**src/rtl/dmem_responder_pkg.sv**
```systemverilog
// Shared definitions for the wait-state data memory responder.
package dmem_responder_pkg;

  localparam int DEPTH_LOG2_DEF = 6;
  localparam int WAIT_DEF       = 2;

  typedef enum logic [1:0] {
    ST_IDLE = 2'b00,
    ST_WAIT = 2'b01,
    ST_RESP = 2'b10
  } state_t;

endpackage

```
**src/rtl/dmem_responder_array.sv**
```systemverilog
// Word storage for the responder: synchronous write, asynchronous read, no reset.
module dmem_array
  import dmem_responder_pkg::*;
#(
  parameter int DEPTH_LOG2 = DEPTH_LOG2_DEF
) (
  input  logic                  clock,
  input  logic                  we,
  input  logic [DEPTH_LOG2-1:0] waddr,
  input  logic [31:0]           wdata,
  input  logic [DEPTH_LOG2-1:0] raddr,
  output logic [31:0]           rdata
);

  logic [31:0] mem [2**DEPTH_LOG2];

  // write port; contents intentionally survive reset
  always_ff @(posedge clock) begin
    if (we) mem[waddr] <= wdata;
  end

  assign rdata = mem[raddr];

endmodule

```
**src/rtl/dmem_responder.sv**
```systemverilog
// Single-port data memory responder with a fixed number of wait cycles per access.
//
// state   | meaning
// --------+-----------------------------------------------------------
// ST_IDLE | ready; samples req, misaligned requests skip to ST_RESP
// ST_WAIT | counting down wait cycles; access happens when cnt hits 0
// ST_RESP | one-cycle ack (err set for misaligned requests)
module dmem_responder
  import dmem_responder_pkg::*;
#(
  parameter int DEPTH_LOG2 = DEPTH_LOG2_DEF,
  parameter int WAIT       = WAIT_DEF
) (
  input  logic        clock,
  input  logic        reset_0,
  input  logic        req,
  input  logic        wmem,
  input  logic [31:0] addr,
  input  logic [31:0] wdata,
  output logic [31:0] rdata,
  output logic        ack,
  output logic        busy,
  output logic        err
);

  localparam logic [3:0] WAIT_LOAD = 4'(WAIT);

  state_t                  state;
  logic [3:0]              cnt;
  logic [DEPTH_LOG2-1:0]   word_q;
  logic [31:0]             wdata_q;
  logic                    wmem_q;
  logic                    mem_we;
  logic [31:0]             mem_rdata;
  logic                    aligned;
  logic                    unused_addr;

  assign aligned     = (addr[1:0] == 2'b00);
  // upper address bits alias onto the same words
  assign unused_addr = ^addr[31:DEPTH_LOG2+2];

  // write strobe is gated by reset so a reset on the access edge aborts the write
  assign mem_we = reset_0 && (state == ST_WAIT) && (cnt == 4'd0) && wmem_q;

  dmem_array #(
    .DEPTH_LOG2(DEPTH_LOG2)
  ) u_array (
    .clock (clock),
    .we    (mem_we),
    .waddr (word_q),
    .wdata (wdata_q),
    .raddr (word_q),
    .rdata (mem_rdata)
  );

  // request FSM, wait counter, request latch and registered outputs
  always_ff @(posedge clock) begin
    if (!reset_0) begin
      state   <= ST_IDLE;
      cnt     <= 4'd0;
      ack     <= 1'b0;
      err     <= 1'b0;
      busy    <= 1'b0;
      rdata   <= 32'h0;
      word_q  <= '0;
      wdata_q <= 32'h0;
      wmem_q  <= 1'b0;
    end else begin
      case (state)
        ST_IDLE: begin
          ack <= 1'b0;
          err <= 1'b0;
          if (req) begin
            busy <= 1'b1;
            if (aligned) begin
              word_q  <= addr[DEPTH_LOG2+1:2];
              wdata_q <= wdata;
              wmem_q  <= wmem;
              cnt     <= WAIT_LOAD;
              state   <= ST_WAIT;
            end else begin
              ack   <= 1'b1;
              err   <= 1'b1;
              state <= ST_RESP;
            end
          end
        end
        ST_WAIT: begin
          if (cnt != 4'd0) begin
            cnt <= cnt - 4'd1;
          end else begin
            if (!wmem_q) rdata <= mem_rdata;
            ack   <= 1'b1;
            state <= ST_RESP;
          end
        end
        ST_RESP: begin
          ack   <= 1'b0;
          err   <= 1'b0;
          busy  <= 1'b0;
          state <= ST_IDLE;
        end
        default: begin
          ack   <= 1'b0;
          err   <= 1'b0;
          busy  <= 1'b0;
          state <= ST_IDLE;
        end
      endcase
    end
  end

endmodule

```
**config.mk**
```make
export PLATFORM = sky130hd
export DESIGN_NAME = dmem_responder
export DESIGN_NICKNAME = d
export VERILOG_FILES = /design/src/rtl/dmem_responder_pkg.sv /design/src/rtl/dmem_responder_array.sv /design/src/rtl/dmem_responder.sv
export SDC_FILE = /design/constraint.sdc
export NUM_CORES = 2
export LEC_CHECK = 0
export ABC_CLOCK_PERIOD_IN_PS = 6650
export CAP_MARGIN = 40
export CORE_AREA = 2 2 397 596
export CTS_CLUSTER_DIAMETER = 40
export CTS_CLUSTER_SIZE = 30
export DETAILED_ROUTE_END_ITERATION = 8
export DIE_AREA = 0 0 399 598
export DONT_BUFFER_PORTS = 1
export GPL_ROUTABILITY_DRIVEN = 0
export PLACE_DENSITY = 0.53
export SLEW_MARGIN = 20
export SYNTH_ARGS = -nofsm -noshare
export SYNTH_HDL_FRONTEND = slang
export SYNTH_SLANG_ARGS = --single-unit
```
**constraint.sdc**
```tcl
create_clock -name clock -period 6.65 [get_ports clock]
set_clock_uncertainty 0.1 [all_clocks]
set_input_delay 1.33 -clock clock [delete_from_list [all_inputs] [get_ports clock]]
set_output_delay 1.33 -clock clock [all_outputs]
set_load 0.01 [all_outputs]
```
After elaboration in Yosys (flattened, before gate mapping). Memories as Yosys holds them, arrays and structs flattened. A register that Yosys moved wholly into a read port is not among the register bits. Index checks and enable logic that the tools add are counted.

$add $sub $neg: 1. Multipliers: 0. Divide/modulo/power cells: 0. Magnitude comparators: 0. Equal/unequal tests: 5. Shift-type cells: 0. Multiplexer cells: 17. Bitwise logic cells: 3. Reduce and logical (&&, ||, !) cells: 14.

Operator list (count): 4-bit 2-to-1 mux (3); 4-bit one-hot mux with 2 select lines (1); 1-bit 2-to-1 mux (6); 2-bit 2-to-1 mux (3); 2-bit != test (second input constant) (3); 1-bit one-hot mux with 2 select lines (3); 3-bit AND reduction (2); 2-bit zero test (2); 4-bit zero test (1); 2-bit one-hot mux with 2 select lines (1); 2-bit AND reduction (2); 4-bit AND reduction (1); 4-bit nonzero test (1); 4-bit by 1-bit subtractor with 4-bit output (second input constant) (1); 1-bit logical AND (3); 1-bit inverter (3); 2-bit by 1-bit == test with 1-bit output (second input constant) (1); 2-bit by 1-bit != test with 1-bit output (second input constant) (1); 2-bit nonzero test (1); 1-bit zero test (1).

Register bits after elaboration: 48. Bits in latches: 0. RAM bits: 2048. Memory bits (read-only): 0. Bits of input ports: 68. Output and inout port bits: 35. Word-level logic and storage cells: 49. Memories: 1.

Memory list: u_array.mem (depth 64, width 32, rd ports 1, clocked after memory_dff 1, wr ports 1, RTL line dmem_responder_array.sv:15) `logic [31:0] mem [2**DEPTH_LOG2];`.

Logic depth before layout (Yosys ltp).
Word-level depth: 6. Gate-level depth with buffers: 11. Depth with buffers taken out: 8.

Hierarchy. Synthesis repeated with hierarchy kept, for this count alone.

Cells, all modules: 3661. Area, all modules: 81080.3 um2.

By module, submodules not included: dmem_array (instances 1, cells an instance 3292, area each 77874.7 um2, sequential area each 61499.0 um2); dmem_responder (instances 1, cells an instance 369, area each 3205.6 um2, sequential area each 1601.5 um2).

Least setup slack after synthesis. OpenSTA, ideal clock, no wires.

Path type: input -> register. Start point: input reset_0. End point: memory u_array.mem[12][0] (enable). Library setup time: 421 ps. Arrival: 3648 ps. Data required time: 6129 ps. Path slack: 2481 ps. Stages: 4. Path buffers: 0. Path through: nand2b_1 -> nor3_1 -> nand3_1 -> nor2_1.

Longest elaborated chain between the ends: 5.

Ends and longest elaborated chain: start, declared (RTL line dmem_responder.sv:15) `input logic reset_0,`; 1-bit logical AND (3 in a row) (RTL line dmem_responder.sv:43) `assign mem_we = reset_0 && (state == ST_WAIT) && (cnt == 4'd0) && wmem_q;`; 1-bit 2-to-1 mux (RTL line dmem_responder_array.sv:19) `if (we) mem[waddr] <= wdata;`; 1-bit 2-to-1 mux (implied by the code) (RTL line dmem_responder_array.sv:19); end, declared (RTL line dmem_responder_array.sv:15).

No other way between the ends.

Final worst setup path.
Start point: register cnt[0]. End point: memory u_array.mem[10][28] (enable).

Longest elaborated chain between the ends: 5.

Ends and longest elaborated chain: start, declared (RTL line dmem_responder.sv:29) `logic [3:0] cnt;`; start signal, assigned (RTL line dmem_responder.sv:90) `cnt <= cnt - 4'd1;`; 4-bit zero test (RTL line dmem_responder.sv:43); 1-bit logical AND (2 in a row) (RTL line dmem_responder.sv:43); 1-bit 2-to-1 mux (RTL line dmem_responder_array.sv:19); 1-bit 2-to-1 mux (implied by the code) (RTL line dmem_responder_array.sv:19).

No other way between the ends.

==> metrics <==
min cycle time layout=4360 ps; Combinational Power Share=3.2%; Avg WL per Cell=35.1 microns; initial core utilization=34.8%; CTS tree=done; WP data required=7010 ps; DP HPWL=163 mm; post-synthesis mux area share=7.61%; cells after synthesis=4491; Async S/R FF share, synth=0%; Synth Area per Inst=18.1 sq um; fin nets=4664; Post-CTS Setup Bufs=0; Hold Startpoint=wdata_q[4]; Overflow after GRT=0; Layout area overhead=13.7%; crit path capture type=flop; Via-to-Cell Ratio=5.91; sequential area share after synthesis=77.6%; core footprint=234000 sq um; period utilization=65.5%; cell mode on critical path=buf_4; share of layout cells above drive strength 1=20.0%; Crit. Startpoint=cnt[0]; fmax=0.230 GHz; Post-synth EDFFs=2048; slowest CP cell=nor2_4; FF+latch count, synth=2128; vias in the first global route=45000; Synth Flop Type=edfxtp_1; clk sinks=2128; first-pass GRT wire length=374 mm; syn_nets=4561; DRT antenna net count=0; Synth Warn #=0; cts bufs inserted=172; pwr/cell area=281 nW/um^2; RSZ-0062 raised after global routing=false; GRT Util Overall=22.5%; H-tree levels=4; Tightest Pin Transition=1080 ps; largest fanout on the critical path=18; area share of the largest cell type after synthesis=75.6%; CTS root buffer=clkbuf_16; cts hold-fix bufs=0; post-CTS sizing=0; status=completed; area of the mapped netlist=81400 sq um; I/O pins=103; Max VDD drop=0.000249 V; Pre-Repair DR Iteration Count=7; Leakage Power=30.9 nW; row cnt=218; slew margin rel.=27.8%; Internal Pwr Total=20.0 mW; r2r setup slk=2290 ps; Psw=5.96 mW; clock network fraction of design power=40.4%; maxcap violations=0; crit-path cells=inv_1 > ha_1 > nor3b_1 > nand2_1 > nor3_1 > buf_4 > nand2_1 > buf_4 > nor2_4 > buf_4; Clk Latency, worst-skew pair=870 ps; Reg power frac=56.4%; HP Class=flop to flop; Synth area leaders=edfxtp_1 76%, mux4_2 3.3%, a221oi_1 2.9%; simple-gate share of the synthesized area=2.48%; Yosys top cell by area=edfxtp_1; drc violations=0; violation count after the first detailed-route iteration=5712; hold slack=359 ps; Post-Synth XOR/XNOR Area=0.0215%; Die ar.=239000 sq um; Via Count=46200; Slew Viols, Final=0; Final setup violation count=0; Synth Area in Compound Gates=10.2%; setup TNS=0 ps; startpoint types=flop; drt total wl=274 mm; antenna violations before repair=8; Adder-Cell Fraction of Synth Area=0.0308%; Die H=598 microns; Net Sw Frac=23.0%; largest net degree at the start of global routing=109; r2r startpoint=cnt[0]; IO buf count=0; Reg clk slew, reported paths=70 ps; largest family of logic cells by synthesized area=compound AO/OA/AOI/OAI gates; Util after Layout=39.5%; Max clock buf depth=4; final hold violation count=0; WP data arrival=4720 ps; crit-path max cell delay=670 ps; worst setup path category=flop to flop; Die Width=399 microns; post-synth cell types=77
==> worst paths after layout <==
path,cells after the start,end
worst max register to register,10,u_array.mem[10][28]
worst max-delay path,10,u_array.mem[10][28]
worst min-delay path,2,wdata_q[4]
worst min register to register,2,wdata_q[4]
==> routing by layer <==
| layer | up-vias | track usage [%] | part of all wire [%] |
|---|---|---|---|
| met5 | - | 0 | 0.0047 |
| met4 | 2 | 9.62 | 4.7 |
| li1 | 18800 | - | - |
| met2 | 2424 | 37.7 | 49 |
| met1 | 24400 | 28.6 | 38 |
| met3 | 512 | 3.95 | 8.3 |
==> critical path, delay by kind of cell, from the launching register on <==
family	cells	cell delay (ps)
buffers and inverters	4	1200
flip-flops	1	330
adder cells (fa/ha/maj)	1	160
AND/OR/NAND/NOR	5	2180
==> per-stage QoR <==
stage	power, mW	worst slack (ps)	cell area (sq um)	cells
floorplan	15.4	2480	81400	4491
global placement	15.7	1520	86000	7459
detailed placement	15.8	1980	86700	7496
CTS	26.1	2300	92400	7799
global route	26.6	2080	92500	7804
finish	25.9	2290	92500	7809
==> cell usage in the layout, fill, tap and decap left out, types with 52 or more instances in the layout <==
master     netlist  final
edfxtp_1      2048   2048
a221oi_1       272    272
buf_4           43    205
mux2i_1        181    181
nand2_1        178    176
a22oi_1        174    174
clkbuf_16        0    173
mux2_2         151    151
mux4_2         118    118
o21ai_0        115    115
a21oi_1        103    103
o22ai_1        101    101
nor2_1         169     99
nor2_4           1     68
a22o_1          52     52
==> power by group through the flow <==
stage / combinational (mW) / clock [mW] / sequential, mW
2_1_floorplan: 0.402 / 0 / 15.0
3_3_place_gp: 0.797 / 0 / 15.0
3_5_place_dp: 0.820 / 0 / 14.9
4_1_cts: 0.821 / 10.6 / 14.6
5_1_grt: 0.857 / 11.1 / 14.6
6_report: 0.825 / 10.5 / 14.6
==> state kept, by name, summed over array words and instances, names as in the netlist <==
signal / flops
busy: 1
cnt: 4
ack: 1
rdata: 32
state: 2
wdata_q: 32
u_array.mem: 2048
err: 1
word_q: 6
wmem_q: 1
==> area by class of cell <==
| cell class | instances | area, sq um |
|---|---|---|
| Multi-Input combinational cell | 2027 | 17200 |
| Sequential cell | 2128 | 63200 |
| Timing Repair Buffer | 258 | 2570 |
| Fill cell | 21100 | 142000 |
| Inverter | 7 | 41.3 |
| Antenna cell | 6 | 15.0 |
| Clock inverter | 115 | 1250 |
| Clock buffer | 188 | 4410 |
| Tap cell | 3080 | 3850 |
==> synthesized netlist by cell type (all sizes together) (21+ instances only) <==
cell,count
mux2,153
a31oi,45
buf,199
a211oi,21
a21boi,41
nand2,178
edfxtp,2048
o22ai,101
a22o,52
dfxtp,80
o21ai,117
a221oi,274
mux2i,181
a22oi,174
nor3,24
a21oi,103
clkbuf,130
mux4,118
nor2,170
a221o,40
==> cells by family after synthesis <==
logic type               after synthesis
AO/OA/AOI/OAI                       1112
flip-flops                          2128
adder cells (fa/ha/maj)                2
AND/OR/NAND/NOR                      459
XOR/XNOR                               2
multiplexers                         452
buffers and inverters                336
Power figures use the tool's default switching activity.
